===== src/rtl/wb_gpio_pkg.sv =====
// wb_gpio_pkg: register map and address decode shared by the GPIO controller
package wb_gpio_pkg;
  localparam logic [31:0] OFF_DIR  = 32'h00;
  localparam logic [31:0] OFF_OUT  = 32'h04;
  localparam logic [31:0] OFF_IN   = 32'h08;
  localparam logic [31:0] OFF_SET  = 32'h0C;
  localparam logic [31:0] OFF_CLR  = 32'h10;
  localparam logic [31:0] OFF_EN   = 32'h14;
  localparam logic [31:0] OFF_RISE = 32'h18;
  localparam logic [31:0] OFF_FALL = 32'h1C;
  localparam logic [31:0] OFF_STAT = 32'h20;
  localparam int REG_NUM = 9;
  typedef enum logic [3:0] {
    R_DIR, R_OUT, R_IN, R_SET, R_CLR, R_EN, R_RISE, R_FALL, R_STAT, R_NONE = 4'(REG_NUM)
  } reg_e;
  function automatic reg_e reg_idx(input logic [31:0] addr, input logic [31:0] base);
    logic [31:0] off;
    off = addr - base;
    case (off)
      OFF_DIR:  return R_DIR;
      OFF_OUT:  return R_OUT;
      OFF_IN:   return R_IN;
      OFF_SET:  return R_SET;
      OFF_CLR:  return R_CLR;
      OFF_EN:   return R_EN;
      OFF_RISE: return R_RISE;
      OFF_FALL: return R_FALL;
      OFF_STAT: return R_STAT;
      default:  return R_NONE;
    endcase
  endfunction
endpackage


===== src/rtl/wb_gpio_irq_sync_edge.sv =====
// gpio_sync_edge: pad synchroniser, previous-sample register and post-reset edge arming
module gpio_sync_edge #(
  parameter int W = 8,
  parameter int SYNC_STAGES = 2
) (
  input  logic         clk,
  input  logic         resetn,
  input  logic [W-1:0] pin,
  output logic [W-1:0] sync,
  output logic [W-1:0] rise_raw,
  output logic [W-1:0] fall_raw
);
  localparam int CW = $clog2(SYNC_STAGES + 2);
  localparam logic [CW-1:0] ARM = CW'(SYNC_STAGES + 1);
  logic [W-1:0] ff [SYNC_STAGES];
  logic [W-1:0] prev;
  logic [CW-1:0] cnt;
  logic armed;
  always_ff @(posedge clk or negedge resetn)
    if (!resetn) begin
      for (int i = 0; i < SYNC_STAGES; i++) ff[i] <= '0;
      prev <= '0;
      cnt <= '0;
    end else begin
      ff[0] <= pin;
      for (int i = 1; i < SYNC_STAGES; i++) ff[i] <= ff[i-1];
      prev <= sync;
      cnt <= armed ? cnt : cnt + 1'b1;
    end
  assign sync = ff[SYNC_STAGES-1];
  // edges are ignored until the chain has flushed its reset zeros
  assign armed = cnt == ARM;
  assign rise_raw = sync & ~prev & {W{armed}};
  assign fall_raw = ~sync & prev & {W{armed}};
endmodule


===== src/rtl/wb_gpio_irq.sv =====
// wb_gpio_irq: pipelined Wishbone GPIO with atomic set/clear and per-pin edge interrupts
module wb_gpio_irq #(
  parameter logic [31:0] BASE_ADDR = 32'h0,
  parameter int GPIO_NUM = 8,
  parameter int SYNC_STAGES = 2
) (
  input  logic                clk,
  input  logic                resetn,
  input  logic                wb_cyc_i,
  input  logic                wb_stb_i,
  input  logic                wb_we_i,
  input  logic [31:0]         wb_addr_i,
  input  logic [31:0]         wb_data_i,
  input  logic [3:0]          wb_sel_i,
  output logic                wb_ack_o,
  output logic                wb_stall_o,
  output logic [31:0]         wb_data_o,
  input  logic [GPIO_NUM-1:0] gpio_in_i,
  output logic [GPIO_NUM-1:0] gpio_out_o,
  output logic [GPIO_NUM-1:0] gpio_oe_o,
  output logic                irq_o
);
  import wb_gpio_pkg::*;
  logic req, wr, unused_bits;
  reg_e idx;
  logic [31:0] wm, rd;
  logic [GPIO_NUM-1:0] bm, wd, w1c, ev, dir, out, en, rise_en, fall_en, stat;
  logic [GPIO_NUM-1:0] sync, rise_raw, fall_raw;
  assign req = wb_cyc_i & wb_stb_i;
  assign wr = req & wb_we_i;
  assign idx = reg_idx(wb_addr_i, BASE_ADDR);
  assign wm = {{8{wb_sel_i[3]}}, {8{wb_sel_i[2]}}, {8{wb_sel_i[1]}}, {8{wb_sel_i[0]}}};
  assign bm = wm[GPIO_NUM-1:0];
  assign wd = wb_data_i[GPIO_NUM-1:0] & bm;
  assign w1c = (wr && idx == R_STAT) ? wd : '0;
  assign ev = ((rise_raw & rise_en) | (fall_raw & fall_en)) & ~dir;
  assign unused_bits = ^{wb_data_i, wm};
  assign wb_stall_o = 1'b0;
  assign gpio_out_o = out;
  assign gpio_oe_o = dir;
  gpio_sync_edge #(.W(GPIO_NUM), .SYNC_STAGES(SYNC_STAGES)) u_sync (
    .clk(clk),
    .resetn(resetn),
    .pin(gpio_in_i),
    .sync(sync),
    .rise_raw(rise_raw),
    .fall_raw(fall_raw)
  );
  always_comb begin
    rd = '0;
    case (idx)
      R_DIR:   rd[GPIO_NUM-1:0] = dir;
      R_OUT:   rd[GPIO_NUM-1:0] = out;
      R_IN:    rd[GPIO_NUM-1:0] = sync;
      R_EN:    rd[GPIO_NUM-1:0] = en;
      R_RISE:  rd[GPIO_NUM-1:0] = rise_en;
      R_FALL:  rd[GPIO_NUM-1:0] = fall_en;
      R_STAT:  rd[GPIO_NUM-1:0] = stat;
      default: rd = '0;
    endcase
  end
  always_ff @(posedge clk or negedge resetn)
    if (!resetn) begin
      wb_ack_o <= 1'b0;
      wb_data_o <= '0;
      irq_o <= 1'b0;
      dir <= '0;
      out <= '0;
      en <= '0;
      rise_en <= '0;
      fall_en <= '0;
      stat <= '0;
    end else begin
      wb_ack_o <= req;
      wb_data_o <= (req && !wb_we_i) ? rd : '0;
      if (wr && idx == R_DIR) dir <= (dir & ~bm) | wd;
      if (wr && idx == R_OUT) out <= (out & ~bm) | wd;
      else if (wr && idx == R_SET) out <= out | wd;
      else if (wr && idx == R_CLR) out <= out & ~wd;
      if (wr && idx == R_EN) en <= (en & ~bm) | wd;
      if (wr && idx == R_RISE) rise_en <= (rise_en & ~bm) | wd;
      if (wr && idx == R_FALL) fall_en <= (fall_en & ~bm) | wd;
      // a new edge in the same cycle as its clear keeps the bit set
      stat <= (stat & ~w1c) | ev;
      irq_o <= |(stat & en);
    end
endmodule


===== config.mk =====
export PLATFORM = sky130hd
export DESIGN_NAME = wb_gpio_irq
export DESIGN_NICKNAME = d
export VERILOG_FILES = /design/src/rtl/wb_gpio_pkg.sv /design/src/rtl/wb_gpio_irq_sync_edge.sv /design/src/rtl/wb_gpio_irq.sv
export SDC_FILE = /design/constraint.sdc
export NUM_CORES = 1
export LEC_CHECK = 0
export ABC_AREA = 1
export ABC_CLOCK_PERIOD_IN_PS = 3300
export CAP_MARGIN = 15
export CELL_PAD_IN_SITES_DETAIL_PLACEMENT = 0
export CELL_PAD_IN_SITES_GLOBAL_PLACEMENT = 1
export CORE_AREA = 5 5 113 115
export DETAILED_ROUTE_END_ITERATION = 16
export DIE_AREA = 0 0 118 120
export HOLD_SLACK_MARGIN = 0.1
export PLACE_DENSITY = 0.84
export SETUP_SLACK_MARGIN = 0.1
export SLEW_MARGIN = 10
export SYNTH_ARGS = -nofsm -noshare
export SYNTH_HDL_FRONTEND = slang
export SYNTH_SLANG_ARGS = --single-unit

===== constraint.sdc =====
create_clock -name clk -period 3.3 [get_ports clk]
set_input_delay 0.66 -clock clk [delete_from_list [all_inputs] [get_ports clk]]
set_output_delay 0.66 -clock clk [all_outputs]
set_load 0.1 [all_outputs]

# Yosys cells after proc, flatten, opt, wreduce, memory -nomap -nowiden
# Index checks and enable logic that the tools add are counted.
# W data, S select, Z words.
[totals]
reg_bits = 84
input_bits = 81
word_cells = 84
[classes]
n_addsub = 1
n_eq_ne = 17
mux = 7
bitwise_logic = 32
n_reduce_logical = 14
[ops]
columns = ["op", "count"]
rows = [
  ["$and A8 B8 Y8", 16],
  ["$eq A32 B5 Y1 const B", 4],
  ["$eq A32 B4 Y1 const B", 2],
  ["$or A8 B8 Y8", 8],
  ["$pmux W8 S7", 1],
  ["$not A8 Y8", 6],
  ["$mux W8", 5],
  ["$pmux W4 S9", 1],
  ["$eq A32 B3 Y1 const B", 1],
  ["$eq A32 B6 Y1 const B", 1],
  ["$logic_not A32 Y1", 1],
  ["$eq A4 B3 Y1 const B", 4],
  ["$logic_and A1 B1 Y1", 9],
  ["$eq A4 B2 Y1 const B", 2],
  ["$reduce_or A8 Y1", 1],
  ["$eq A4 B1 Y1 const B", 1],
  ["$eq A4 B4 Y1 const B", 1],
  ["$logic_not A4 Y1", 1],
  ["$reduce_bool A3 Y1", 1],
  ["$add A2 B1 Y2 const B", 1],
  ["$and A1 B1 Y1", 2],
  ["$eq A2 B2 Y1 const B", 1],
  ["$logic_not A1 Y1", 1],
]

# Logic depth before layout (Yosys ltp)
[depth]
ltp_word = 8
depth_mapped = 14
ltp_nobuf = 13

# By module
# Synthesis repeated with hierarchy kept, for this count alone.
[hier_totals]
cells_unflattened = 517
area_unflattened_um2 = 4330.4
[modules_own_cells]
columns = ["mod", "instances", "cells_each", "area_per_inst_um2"]
rows = [
  ["wb_gpio_irq", 1, 440, 3430.8],
  ["gpio_sync_edge", 1, 77, 899.6],
]

# Worst setup path after synthesis
# OpenSTA, ideal clock, no wires.
[synth_timing]
path_kind = "input to register"
start = "input port wb_addr_i[8]"
end = "register (tool-made name)"
arrival_time_ns = 2.021
required_ns = 3.177
path_slack_ns = 1.156
path_stages = 9
path_buffers = 1
cell_sequence = "inv_1 nand2_1 nor2_1 nand2_2 nor4_4 nand3_2 buf_6 nand2_1 o21ai_2"
[synth_lines]
columns = ["element", "line", "rtl"]
rows = [
  ["start, declared", "wb_gpio_irq.sv:12", "input logic [31:0] wb_addr_i,"],
]

==> impl_metrics.yaml <==
yosys:
  yosys_warnings: 0
  postSynthCellCount: 469
  synth_flop_cell: "dfrtp_1"
  yosys.area.top_type: "dfrtp_1"
  synth-edff-count: 0
  ys_ff_latch: 84
  synth_area_mm2: 0.00406
  synth_commonest_cells: "nand2_1, dfrtp_1, inv_1"
  synth_most_common_cell: "nand2_1"
  synth-async-reset-ratio: 1.00
  ys_seq_area_frac: 0.518
  yosysTopAreaCellShare: 0.518
  ys_types: 32
  synth.avg_cell_area_um2: 8.66
  yosys-top-cells-area: "dfrtp_1, nand2_1, o21ai_0"
global_routing:
  grt_pass1_wl_um: 17800
  gr-max-usage-layer: "met2"
  grt_max_degree: 85
  gr-usage-met3: 0.0533
  gr-total-overflow: 0
  use_met2: 0.275
  antenna_found_initial: 0
  globalRouteMet1Util: 0.190
  grt_usage: 0.159
  grt_pass1_vias: 3509
floorplanning:
  initial_utilization: 0.347
  rows: 40
  core_mm2: 0.0117
  die_h_um: 120
  io_pins: 132
  die_x_um: 118
  dieArea_mm2: 0.0142
detailed_routing:
  vias: 3458
  postRouteAntennaNets: 0
  drc: 0
  routed_via_density: 4.84
  drt_pass1_iterations: 6
  dr.first_iter.drc_count: 250
  wl_um: 11000
  routedWlPerCell_um: 15.4
clocking:
  clk_pin_slew_ns: 0.06
  ctsResizeCount: 0
  cts_tree: "yes"
  insertion_delay_ns: 0.34
  cts_inserted_buffers: 9
  cts_setup_buffers: 0
  clock_sinks: 84
  root_buffer: "clkbuf_16"
  ctsHoldBuffers: 0
  htree_levels: 3
  clock_path_buffers: 2
timing:
  rsz0062_at_grt: "false"
  post-route-period-util: 0.769
  fmax_ghz: 0.394
  setup_viol: 0
  hold_ws_ns: 0.306
  slew_viol_final: 0
  hold_viol_final: 0
  relSlewSlack: 0.602
  tns_ns: 0
  min_period_ns: 2.54
  worst_slew_pin_slew_ns: 0.595
  timing.clock.skew_ns: 0.00754
power:
  finalPower_mw: 2.34
  powerDensity_mw_per_mm2: 447
  leakage_nw: 2.51
  irDropWorstVdd_mv: 0.461
placement:
  io_buffers: 79
  dp.cells: 699
  dpl.hpwl_um: 7820
  gp_congestion: 0.838
critical_path:
  cp-end-kind: "flip-flop"
  worstPathArrival_ns: 2.75
  crit_type: "in2reg"
  cp-start-kind: "primary input"
  critPathMaxFanout: 16
  crit_required_ns: 3.51
cells_and_area:
  drive_above_1_share: 0.137
  fin_nets: 646
  diodes: 0
  syn2layout_area_growth_pct: 28.9
  final_cell_count_no_fill: 715
worst_hold_path:
  min_path_type: "in2async"
job:
  maxCapViolCount: 0
status:
  status: "completed"
logic make-up after synthesis:
family	share of synthesized area
flip-flops	0.518
AND/OR/NAND/NOR	0.179
buffers and inverters	0.116
adder cells (fa/ha/maj)	0.00308
XOR/XNOR	0.00216
AO/OA/AOI/OAI	0.182
other	0.000924
final timing paths:
path / cells after the start / startpoint / slack [ns] / endpoint
setup / recovery: 11 / wb_addr_i[20] / 0.76 / flip-flop
hold / removal: 1 / resetn / 0.31 / u_sync.cnt[0]$_DFFE_PN0P_
setup reg to reg: 3 / u_sync.cnt[0]$_DFFE_PN0P_ / 1.70 / stat[1]$_DFF_PN0_
hold reg to reg: 0 / u_sync.ff[12]$_DFF_PN0_ / 0.35 / u_sync.sync[4]$_DFF_PN0_
max in group asynchronous: 2 / resetn / 2.38 / asynchronous set/reset pin
min in group clk: 0 / u_sync.ff[12]$_DFF_PN0_ / 0.35 / u_sync.sync[4]$_DFF_PN0_
cell type report:
type | count | area, um2
Clock buffer | 12 | 256
Clock inverter | 3 | 46.3
Fill cell | 1164 | 6480
Inverter | 62 | 233
Multi-Input combinational cell | 315 | 1580
Sequential cell | 84 | 2100
Tap cell | 147 | 184
Timing Repair Buffer | 92 | 833
metrics by stage:
stage	area (um2)	setup WS, ns	utilization
6_report	5230	0.761	0.447
5_1_grt	5230	0.545	0.447
4_1_cts	5210	0.742	0.445
3_5_place_dp	4910	0.390	0.419
3_3_place_gp	4910	0.427	0.419
2_1_floorplan	4150	1.16	-
metal layers:
layer	wire length [um]	up-vias
li1	-	1680
met1	4530	1662
met2	5680	109
met3	714	7
met4	101	0
met5	0	-
cells in the final DEF (no fill, tap or decap), types with 2 or more instances in the layout:
master           count
a21boi_0             7
a21o_1               2
a21oi_1             37
a22o_1               6
and2_1               2
buf_4               39
clkbuf_16            9
clkbuf_8             2
clkdlybuf4s50_1     52
conb_1              25
dfrtp_1             84
inv_1               57
inv_2                4
nand2_1            102
nand2_2              2
nand3_1             14
nand3_2              4
nand4_1              7
nor2_1              22
nor2_2               3
nor3_1               6
o21ai_0             48
o21ai_1              4
o21ai_2              8
o22ai_1              2
o41ai_1              8
worst max-delay path, cell delays in order:
cell	delay (ns)
clkdlybuf4s50_1	0.41
inv_1	0.05
nand2_1	0.05
nor2_1	0.10
nand2_1	0.09
nor2_4	0.30
inv_2	0.07
nor4_4	0.23
nand3_2	0.50
nand2_1	0.22
o21ai_2	0.07
power by group:
group	total [mW]	switching, mW	internal (mW)
clock	1.02	0.398	0.625
sequential	1.05	0.00797	1.05
combinational	0.266	0.195	0.0716
(Power assumes the default switching activity.)
